$ cat src/rtl/seller_pkg.sv
// Shared constants and state encoding for the seller datapath.
// Coin values are in half-unit counts, matching the credit register.
package seller_pkg;

   localparam int CREDIT_W      = 5;
   localparam int COIN_HALF_VAL = 1;
   localparam int COIN_ONE_VAL  = 2;

   localparam logic [1:0] IDLE     = 2'd0;
   localparam logic [1:0] ACCUM    = 2'd1;
   localparam logic [1:0] DISPENSE = 2'd2;
   localparam logic [1:0] REFUND   = 2'd3;

   function automatic logic [CREDIT_W-1:0] coin_value(input logic half, input logic one);
      logic [CREDIT_W-1:0] v;
      v = '0;
      if (half) v = v + CREDIT_W'(COIN_HALF_VAL);
      if (one)  v = v + CREDIT_W'(COIN_ONE_VAL);
      return v;
   endfunction

endpackage

$ cat src/rtl/cycle_timer.sv
// Up-counter cleared by load, advanced by enable; done flags the cycle in
// which the count sits at TERMINAL while enabled. The count saturates there.
module cycle_timer #(
   parameter int W        = 8,
   parameter int TERMINAL = 1
) (
   input  logic clk,
   input  logic rst_n,
   input  logic load,
   input  logic enable,
   output logic done
);

   localparam logic [W-1:0] TERM = W'(TERMINAL);

   logic [W-1:0] cnt;

   assign done = enable && (cnt == TERM);

   always_ff @(posedge clk or negedge rst_n) begin
      if (!rst_n) begin
         cnt <= '0;
      end else if (load) begin
         cnt <= '0;
      end else if (enable && !done) begin
         cnt <= cnt + 1'b1;
      end
   end

endmodule

$ cat src/rtl/coin_accumulator.sv
// Coin credit accumulator with timed vend strobe and change/refund reporting.
// Optional idle auto-refund in ACCUM is built when CREDIT_TIMEOUT_EN is defined.
module coin_accumulator
   import seller_pkg::*;
#(
   parameter int PRICE        = 5,
   parameter int DISPENSE_CYC = 50_000_000,
   parameter int TIMEOUT_CYC  = 1_500_000_000
) (
   input  logic                clk,
   input  logic                rst_n,
   input  logic                coin_half,
   input  logic                coin_one,
   input  logic                cancel,
   output logic [CREDIT_W-1:0] credit,
   output logic                vend,
   output logic [CREDIT_W-1:0] change,
   output logic                change_valid,
   output logic                coin_reject,
   output logic                busy
);

   // Both timers share one width, sized for the longer of the two intervals.
   localparam int MAX_CYC = (DISPENSE_CYC > TIMEOUT_CYC) ? DISPENSE_CYC : TIMEOUT_CYC;
   localparam int TMR_W   = $clog2(MAX_CYC + 1);
   localparam logic [CREDIT_W-1:0] PRICE_V = CREDIT_W'(PRICE);

   logic [1:0]          state;
   logic [CREDIT_W-1:0] add;
   logic [CREDIT_W-1:0] sum;
   logic                any_coin;
   logic                disp_done;
   logic                timeout_done;

   assign add      = coin_value(coin_half, coin_one);
   assign sum      = credit + add;
   assign any_coin = coin_half || coin_one;

   cycle_timer #(
      .W        (TMR_W),
      .TERMINAL (DISPENSE_CYC - 1)
   ) u_dispense_timer (
      .clk    (clk),
      .rst_n  (rst_n),
      .load   (state != DISPENSE),
      .enable (state == DISPENSE),
      .done   (disp_done)
   );

`ifdef CREDIT_TIMEOUT_EN
   // Any accepted coin restarts the idle interval.
   cycle_timer #(
      .W        (TMR_W),
      .TERMINAL (TIMEOUT_CYC - 1)
   ) u_timeout_timer (
      .clk    (clk),
      .rst_n  (rst_n),
      .load   ((state != ACCUM) || any_coin),
      .enable (state == ACCUM),
      .done   (timeout_done)
   );
`else
   assign timeout_done = 1'b0;
`endif

   always_ff @(posedge clk or negedge rst_n) begin
      if (!rst_n) begin
         state        <= IDLE;
         credit       <= '0;
         vend         <= 1'b0;
         change       <= '0;
         change_valid <= 1'b0;
         coin_reject  <= 1'b0;
         busy         <= 1'b0;
      end else begin
         change_valid <= 1'b0;
         coin_reject  <= 1'b0;
         case (state)
            IDLE, ACCUM: begin
               // Same-cycle coins are credited before a cancel refunds them.
               if (cancel && (sum != '0)) begin
                  credit <= sum;
                  state  <= REFUND;
                  busy   <= 1'b1;
               end else if (any_coin) begin
                  credit <= sum;
                  if (sum >= PRICE_V) begin
                     state <= DISPENSE;
                     vend  <= 1'b1;
                     busy  <= 1'b1;
                  end else begin
                     state <= ACCUM;
                  end
               end else if (timeout_done) begin
                  state <= REFUND;
                  busy  <= 1'b1;
               end
            end
            DISPENSE: begin
               coin_reject <= any_coin;
               if (disp_done) begin
                  state        <= IDLE;
                  credit       <= '0;
                  vend         <= 1'b0;
                  busy         <= 1'b0;
                  change       <= credit - PRICE_V;
                  change_valid <= (credit != PRICE_V);
               end
            end
            default: begin
               coin_reject  <= any_coin;
               change       <= credit;
               change_valid <= 1'b1;
               credit       <= '0;
               state        <= IDLE;
               busy         <= 1'b0;
            end
         endcase
      end
   end

endmodule

$ cat config.mk
export PLATFORM = sky130hd
export DESIGN_NAME = coin_accumulator
export DESIGN_NICKNAME = d
export VERILOG_FILES = /design/src/rtl/seller_pkg.sv /design/src/rtl/cycle_timer.sv /design/src/rtl/coin_accumulator.sv
export SDC_FILE = /design/constraint.sdc
export NUM_CORES = 1
export LEC_CHECK = 0
export ABC_CLOCK_PERIOD_IN_PS = 6500
export BUFFER_PORTS_ARGS = -buffer_cell sky130_fd_sc_hd__buf_2
export CAP_MARGIN = 20
export CORE_ASPECT_RATIO = 1.2
export CORE_UTILIZATION = 64
export CTS_CLUSTER_DIAMETER = 30
export DETAILED_ROUTE_END_ITERATION = 16
export GPL_TIMING_DRIVEN = 1
export PLACE_DENSITY = 0.85
export SYNTH_ARGS = -nofsm -noshare
export SYNTH_HDL_FRONTEND = slang
export SYNTH_SLANG_ARGS = --single-unit
$ cat constraint.sdc
create_clock -name clk -period 6.5 [get_ports clk]
set_input_delay 0.65 -clock clk [delete_from_list [all_inputs] [get_ports clk]]
set_output_delay 0.65 -clock clk [all_outputs]
set_load 0.01 [all_outputs]
==> flow_summary.toml, run 1 <==
[final_layout]
final_nets = 299
diodes = 0
layout_commonest_cell = "dfrtp_1"
syn_to_final_growth_pct = 8.60
multi_input_area_sq_mm = 0.00137
layout-drive-gt1-share_pct = 11.8
fillers = 305
final_cell_mix = "dfrtp_1 (47), nor2_1 (32), nand2_1 (19), xor2_1 (18), buf_2 (18)"
layout.area.seq_sq_mm = 0.00118
stdcell_area_sq_mm = 0.00283
final_cells = 343

[cts]
clock-sinks = 47
cts_setup_buffers = 0
clk_pin_slew_ps = 80
clock_path_buffers = 2
cts_root_buffer = "clkbuf_8"
htreeDepth = 2
cts_buffers = 5
cts_hold_buf = 0
clock_latency_ps = 300
cts_tree = "yes"
post_cts_resized = 0

[drt]
avgViaCountPerCell = 6.22
wire_per_inst_um = 16.3
drt-total-wl_um = 5590
vias = 2132
ant_nets = 0
drtIter0Drc = 127
first_pass_iters = 4
drc = 0

[setup_path]
required_ps = 6690
crit_type = "flip-flop to flip-flop"
cp_cell_sequence = "ha_1, fa_1, xnor2_1, and4_1, o21ai_0, o21a_1, mux2_2"
crit_path_start_kind = "flip-flop"
end_kind = "flip-flop"
crit_path_max_fanout = 6
crit_arrival_ps = 2730
crit_path_max_incr_delay_ps = 470
r2r.worst_path.cells = 7
cpMaxStageDelayCell = "dfrtp_1"

[yosys]
synth_edf_count = 0
netlist_instances = 272
synthFlopType = "dfrtp_1"
avgSynthCellArea_sq_um = 9.58
synth_nets = 283
async_reset_ff_share_pct = 100
synth.cell_area_sq_mm = 0.00260
yosysUniqueCellTypes = 47
yosysSeqAreaShare_pct = 45.1
yosysWarnings = 0
synth-seq-cells = 47

[timing]
fmax_ghz = 0.395
slew_headroom_pct = 57.1
drv_slew = 0
worstMarginPinSlew_ps = 639
rsz0062_at_grt = "false"
setup_slack_ps = 3970
fin_worst_skew_ps = 8.56
period_needed_ps = 2530
fin_crit_sh_pct = 39.0
tns_ps = 0
setup_violations = 0
hold_viol_final = 0

[die]
die_h_um = 71.9
core_sq_mm = 0.00391
initial_core_util_pct = 66.6
dieWidth_um = 60.2
row_count = 25
die-area_sq_mm = 0.00433
io_pins = 19

[power]
p_clk_share_pct = 17.7
cell_internal_pwr_uw = 572
switching_share_pct = 40.2
leakage_nw = 1.24
pwr-share-comb_pct = 37.4
switchingPower_uw = 385
power_uw = 957
peakVddDrop_v = 0.000243
p_seq_share_pct = 44.9
p_per_area_mw_per_mm2 = 338

[min_path]
hold_class = "input port to asynchronous set/reset pin"

[placement]
io_buffers = 18
globalplace.congestion = 0.931
placed_area_sq_mm = 0.00273
pre_cts_ws_ps = 3700
dp_hpwl_um = 3900
placedCellCount = 334

[grt]
grt_max_degree = 48
track_usage_pct = 29.0
overflow = 0
antenna_found_initial = 0
grt_pass1_wl_um = 9320
grt_pass1_vias = 2052

[status]
status = "finished, final reports clean"

[flow_run]
max-cap-violations = 0
synth_stat cells (2+ instances only):
cell type / n / share of area, %
dfrtp_1: 47 / 45
nor2_1: 32 / 4.6
nand2_1: 19 / 2.7
xor2_1: 18 / 6.1
a21oi_1: 11 / 2.1
nand3_1: 11 / 2.1
nand4_1: 11 / 2.6
o21ai_0: 11 / 2.1
xnor2_1: 9 / 3.0
clkbuf_1: 8 / 1.2
a31oi_1: 7 / 1.7
and3_1: 7 / 1.7
and4_1: 6 / 2.0
a21o_1: 5 / 1.4
ha_1: 5 / 2.4
inv_1: 5 / 0.72
o21a_1: 5 / 1.4
or4_1: 5 / 1.4
a21boi_0: 4 / 1.2
and2_1: 4 / 0.96
nand2b_1: 3 / 0.72
nor3_1: 3 / 0.58
nor4_1: 3 / 0.72
nor4b_1: 3 / 1.0
a211oi_1: 2 / 0.58
a32o_1: 2 / 0.77
and3_2: 2 / 0.58
buf_1: 2 / 0.29
mux2i_1: 2 / 0.77
o31ai_1: 2 / 0.58
or2_2: 2 / 0.48
stage by stage:
stage / utilization (%) / hold slack, ps
6_report: 72.4 / 215
5_1_grt: 72.4 / 220
2_1_floorplan: - / 354
3_3_place_gp: 69.8 / 461
3_5_place_dp: 69.8 / 466
4_1_cts: 71.8 / 485
worst paths after layout:
kind	start	endpoint	slack, ps
max	credit[0]	state[0]	3970
min	rst_n	u_dispense_timer.cnt[27]	210
max reg2reg	credit[0]	state[0]	3970
min reg2reg	busy	busy	480
max in group asynchronous	rst_n	u_dispense_timer.cnt[4]	5800
min in group clk	busy	busy	480
state kept, by name (all words and copies together) (netlist names):
| register | flops |
|---|---|
| change_valid | 1 |
| state | 2 |
| busy | 1 |
| coin_reject | 1 |
| vend | 1 |
| u_dispense_timer.cnt | 31 |
| credit | 5 |
| change | 5 |
power groups by stage:
stage	Sequential [mW]	Clock (mW)	Combinational [mW]
finish	0.430	0.170	0.358
global route	0.438	0.184	0.405
CTS	0.426	0.173	0.356
detailed placement	0.432	0	0.357
global placement	0.431	0	0.345
floorplan	0.406	0	0.264
area by class of cell:
cell class                      instances  share of cell area, %
Clock buffer                            7                   2.70
Clock inverter                          1                  0.177
Inverter                                5                  0.663
Multi-Input combinational cell        209                   48.3
Sequential cell                        47                   41.6
Tap cell                               54                   2.39
Timing Repair Buffer                   20                   4.16
cell families (layout without fill, tap and decap cells):
logic type | after synthesis | in the layout | share of synthesized area (%)
and+or+nand+nor | 117 | 117 | 25.2
DFF | 47 | 47 | 45.1
muxes | 3 | 3 | 1.20
buffers and inverters | 16 | 33 | 2.35
adders and majority gates | 6 | 6 | 3.17
xor gates and xnor gates | 27 | 27 | 9.08
AOI/OAI and AO/OA | 56 | 56 | 13.9
layer usage:
| metal | global-route usage, % | up-vias | wire length (um) |
|---|---|---|---|
| met2 | 50.4 | 39 | 2980 |
| met5 | 0 | - | 0 |
| met1 | 34.2 | 1066 | 2350 |
| met4 | 12.1 | 0 | 98 |
| met3 | 5.53 | 8 | 158 |
| li1 | - | 1019 | - |
critical path, delay by kind of cell (launching register included):
kind,cells,cell delay [ps]
AND/OR/NAND/NOR,1,230
adder cells (fa/ha/maj),2,720
XOR/XNOR,1,160
multiplexers,1,350
AO/OA/AOI/OAI,2,490
flip-flops,1,470
(Power assumes the default switching activity.)
==> run 2: changes to the inputs <==
--- a/config.mk
+++ b/config.mk
@@ -5,15 +5,15 @@
 export SDC_FILE = /design/constraint.sdc
 export NUM_CORES = 1
 export LEC_CHECK = 0
-export ABC_CLOCK_PERIOD_IN_PS = 6500
+export ABC_CLOCK_PERIOD_IN_PS = 2400
 export BUFFER_PORTS_ARGS = -buffer_cell sky130_fd_sc_hd__buf_2
 export CAP_MARGIN = 20
 export CORE_ASPECT_RATIO = 1.2
-export CORE_UTILIZATION = 64
+export CORE_UTILIZATION = 60
 export CTS_CLUSTER_DIAMETER = 30
 export DETAILED_ROUTE_END_ITERATION = 16
 export GPL_TIMING_DRIVEN = 1
-export PLACE_DENSITY = 0.85
+export PLACE_DENSITY = 0.8
 export SYNTH_ARGS = -nofsm -noshare
 export SYNTH_HDL_FRONTEND = slang
 export SYNTH_SLANG_ARGS = --single-unit
==> constraint.sdc (replaced) <==
create_clock -name clk -period 2.4 [get_ports clk]
set_input_delay 0.24 -clock clk [delete_from_list [all_inputs] [get_ports clk]]
set_output_delay 0.24 -clock clk [all_outputs]
set_load 0.01 [all_outputs]
==> flow_summary.toml, run 2 (synthesis results as in run 1) <==
[die]
io_pins = 19
die_h_um = 74.2
dieWidth_um = 62.2
die-area_sq_mm = 0.00461
initial_core_util_pct = 64.6
row_count = 25
core_sq_mm = 0.00404

[grt]
track_usage_pct = 28.3
use_met3_pct = 5.83
overflow = 0
antenna_found_initial = 0
grt_pass1_wl_um = 10100
grt_pass1_vias = 2224
grt_busiest_layer = "met2"
met1_usage_pct = 31.5
grt_max_degree = 27
met2_usage_pct = 52.6

[drt]
avgViaCountPerCell = 6.10
drt-total-wl_um = 5680
drc = 0
ant_nets = 0
first_pass_iters = 4
drtIter0Drc = 188
wire_per_inst_um = 16.0
vias = 2160

[timing]
fin_crit_sh_pct = 95.3
period_needed_ps = 2290
fmax_ghz = 0.437
worstMarginPinSlew_ps = 566
setup_slack_ps = 113
tns_ps = 0
setup_violations = 0
slew_headroom_pct = 61.9
rsz0062_at_grt = "false"
fin_worst_skew_ps = 9.32
hold_viol_final = 0
drv_slew = 0

[setup_path]
required_ps = 2590
crit_path_max_fanout = 5
end_kind = "flip-flop"
crit_path_start_kind = "flip-flop"
crit_type = "flip-flop to flip-flop"
r2r.worst_path.cells = 7
crit_arrival_ps = 2480

[placement]
globalplace.congestion = 0.879
placedCellCount = 345
io_buffers = 18
dp_hpwl_um = 4180
pre_cts_ws_ps = 49.3

[cts]
clk_pin_slew_ps = 90
clock_latency_ps = 300
cts_tree = "yes"
cts_buffers = 5
cts_setup_buffers = 0
cts_root_buffer = "clkbuf_8"
htreeDepth = 2
clock-sinks = 47
clock_path_buffers = 2

[power]
leakage_nw = 1.29
peakVddDrop_v = 0.000741
p_per_area_mw_per_mm2 = 926
power_mw = 2.69

[flow_run]
max-cap-violations = 0

[final_layout]
final_cells = 354
syn_to_final_growth_pct = 11.6
layout-drive-gt1-share_pct = 15.3
fillers = 281
largest_reg_flops = 31
final_cell_mix = "dfrtp_1 (47), nor2_1 (32), nand2_1 (19), xor2_1 (18), buf_2 (18)"
final_nets = 310
diodes = 0
largest-register = "u_dispense_timer.cnt"
largestRegisters = "u_dispense_timer.cnt: 31 flops, change: 5 flops, credit: 5 flops"
layout_commonest_cell = "dfrtp_1"

[min_path]
hold_class = "input port to flip-flop"
hold_depth = 3

[status]
status = "finished, final reports clean"
-- run 2: power by group --
part	switching, mW	leakage [nW]	internal, mW
Clock	0.264	0.0412	0.204
Sequential	0.157	0.632	0.928
Combinational	0.671	0.613	0.470
-- run 2: layer usage --
layer | vias up | routed length, um
met5 | - | 0
met4 | 0 | 184
met3 | 19 | 195
met2 | 47 | 2870
met1 | 1049 | 2430
li1 | 1045 | -
-- run 2: path summary, 6_finish.rpt --
check                          start                  endpoint  slack [ps]
hold reg to reg                 busy                      busy         490
setup / recovery           credit[0]                  state[0]         110
min in group asynchronous      rst_n  u_dispense_timer.cnt[14]         440
hold / removal                cancel                 credit[4]         320
setup reg to reg           credit[0]                  state[0]         110
max in group asynchronous      rst_n  u_dispense_timer.cnt[25]        1220
-- run 2: what timing repair did --
action                                  4_1_cts  5_1_grt
endpoints found under the hold margin        21        0
resized for setup                             0        1
endpoints found under the setup margin        0        3
hold buffers                                  1        0
-- run 2: area by class of cell --
class / instances / area [sq um] / share of cell area (%)
Clock inverter: 2 / 12.5 / 0.430
Multi-Input combinational cell: 209 / 1370 / 47.1
Tap cell: 54 / 67.6 / 2.32
Timing Repair Buffer: 31 / 190 / 6.54
Sequential cell: 47 / 1180 / 40.4
Clock buffer: 6 / 72.6 / 2.50
Inverter: 5 / 18.8 / 0.645
-- run 2: worst max-delay path, stage by stage (launching register included) --
cell and delay [ps]:
dfrtp_1 400, ha_1 210, fa_2 400, xnor2_1 150
and4_1 220, o21ai_0 270, o21a_1 200, mux2_2 330
-- run 2: metrics by stage --
| step | area (sq um) | util [%] | hold slack [ps] |
|---|---|---|---|
| floorplan | 2610 | - | -55.6 |
| global placement | 2810 | 69.6 | 236 |
| detailed placement | 2810 | 69.6 | 241 |
| CTS | 2910 | 72.0 | 320 |
| global route | 2910 | 72.1 | 318 |
| finish | 2910 | 72.1 | 321 |
==> run 3: changes to the inputs <==
--- a/config.mk
+++ b/config.mk
@@ -9,11 +9,12 @@
 export BUFFER_PORTS_ARGS = -buffer_cell sky130_fd_sc_hd__buf_2
 export CAP_MARGIN = 20
 export CORE_ASPECT_RATIO = 1.2
-export CORE_UTILIZATION = 60
+export CORE_UTILIZATION = 62
+export CTS_BUF_LIST = sky130_fd_sc_hd__clkbuf_4
 export CTS_CLUSTER_DIAMETER = 30
 export DETAILED_ROUTE_END_ITERATION = 16
 export GPL_TIMING_DRIVEN = 1
-export PLACE_DENSITY = 0.8
+export PLACE_DENSITY = 0.83
 export SYNTH_ARGS = -nofsm -noshare
 export SYNTH_HDL_FRONTEND = slang
 export SYNTH_SLANG_ARGS = --single-unit
==> flow_summary.toml, run 3 (synthesis results as in run 1) <==
[status]
status = "finished, final reports clean"

[timing]
setup_violations = 0
fin_worst_skew_ps = 17.7
timing.hold.ws_ps = 241
tns_ps = 0
fmax_ghz = 0.443
rsz0062_at_grt = "false"
period_needed_ps = 2260
fin_crit_sh_pct = 94.1
drv_slew = 0
slew_headroom_pct = 61.1
hold_viol_final = 0
worstMarginPinSlew_ps = 581

[setup_path]
crit_arrival_ps = 2510
required_ps = 2650
r2r_slack_ps = 140
crit_type = "flip-flop to flip-flop"
end_kind = "flip-flop"
crit_path_max_fanout = 5
crit_path_start_kind = "flip-flop"

[cts]
cts_tree = "yes"
clk_pin_slew_ps = 140
clock-sinks = 47
cts_root_buffer = "clkbuf_4"
clock_path_buffers = 2
cts_buffers = 5
clock_latency_ps = 370
htreeDepth = 2

[grt]
overflow = 0
antenna_found_initial = 0
grt_pass1_wl_um = 9830
grt_pass1_vias = 2178
grt_max_degree = 29
track_usage_pct = 29.7

[final_layout]
fillers = 334
syn_to_final_growth_pct = 10.6
largest_reg_flops = 31
layout_commonest_cell = "dfrtp_1"
final_nets = 310
largestRegisters = "u_dispense_timer.cnt: 31 flops, change: 5 flops, credit: 5 flops"
largest-register = "u_dispense_timer.cnt"
layout-drive-gt1-share_pct = 15.7
diodes = 0
final_cell_mix = "dfrtp_1 (47), nor2_1 (32), nand2_1 (19), xor2_1 (18), buf_2 (18)"

[drt]
avgViaCountPerCell = 6.09
vias = 2156
wire_per_inst_um = 16.4
drc = 0
drt-total-wl_um = 5790
ant_nets = 0
first_pass_iters = 4
drtIter0Drc = 136

[die]
die-area_sq_mm = 0.00447
dieWidth_um = 61.2
die_h_um = 73.0
io_pins = 19
initial_core_util_pct = 65.6
row_count = 25
core_sq_mm = 0.00397

[placement]
dp_hpwl_um = 4210
globalplace.congestion = 0.875
io_buffers = 18

[power]
p_per_area_mw_per_mm2 = 893
switching_share_pct = 40.6
cell_internal_pwr_mw = 1.53
pwr-share-comb_pct = 43.5
p_clk_share_pct = 14.9
switchingPower_mw = 1.04
leakage_nw = 1.28
p_seq_share_pct = 41.6
peakVddDrop_v = 0.000662

[flow_run]
max-cap-violations = 0

[min_path]
hold_class = "input port to flip-flop"
==> run 3: changes by cell type in the layout (fill, tap and decap cells not counted) <==
cell / change
clkinvlp_4: -1
clkbuf_4: +7
clkbuf_8: -5
clkbuf_1: -1
==> run 3: what timing repair did <==
action	CTS	global route
setup buffers	0	0
hold buffers	1	0
endpoints found under the hold margin	19	0
setup endpoints to repair	0	1
gates resized for setup	0	1
==> run 3: worst paths after layout <==
kind | start | to | cells past startpoint
max in group asynchronous | rst_n | u_dispense_timer.cnt[4] | 3
hold reg to reg | busy | busy | 1
hold / removal | cancel | credit[4] | 3
setup reg to reg | credit[0] | state[0] | 7
setup / recovery | credit[0] | state[0] | 7
min in group asynchronous | rst_n | u_dispense_timer.cnt[16] | 2
==> run 3: through the flow <==
| step | setup WS [ps] | power [mW] | util (%) | instances | area [sq um] |
|---|---|---|---|---|---|
| after detailed placement | 108 | 2.19 | 70.7 | 345 | 2810 |
| after global routing | 67.6 | 2.77 | 72.5 | 354 | 2880 |
| after CTS | 63.7 | 2.58 | 72.4 | 354 | 2880 |
| after global placement | 153 | 2.16 | 70.7 | 345 | 2810 |
| after floorplan | 73.5 | 1.81 | - | 272 | 2610 |
| final | 143 | 2.57 | 72.5 | 354 | 2880 |
==> run 3: layout make-up <==
class / instances / area (sq um) / share of cell area [%]
inverter: 5 / 18.8 / 0.652
clock inverter: 1 / 5.00 / 0.174
tap: 54 / 67.6 / 2.35
sequential: 47 / 1180 / 40.8
multi-input combinational: 209 / 1370 / 47.6
clock buffer: 7 / 52.6 / 1.82
timing repair buffer: 31 / 190 / 6.60
==> run 3: per-layer routing <==
| layer | track usage, % | vias to the layer above | share of wire [%] |
|---|---|---|---|
| li1 | - | 1032 | - |
| met1 | 35.1 | 1057 | 40 |
| met5 | 0 | - | 0 |
| met4 | 11.1 | 0 | 1.8 |
| met3 | 5.67 | 9 | 4.7 |
| met2 | 52.1 | 58 | 54 |
==> run 3: critical path, stage by stage (launching register included) <==
cell     delay [ps]
dfrtp_1         410
ha_1            210
fa_2            390
xnor2_1         140
and4_1          220
o21ai_0         240
o21a_1          190
mux2_2          330
==> run 3: power by group through the flow <==
stage                     logic (mW)  registers [mW]  clock network (mW)
after CTS                       1.11            1.07               0.397
after global placement          1.08            1.08                   0
after global routing            1.25            1.09               0.428
final                           1.12            1.07               0.384
after detailed placement        1.11            1.08                   0
after floorplan                0.716            1.10                   0
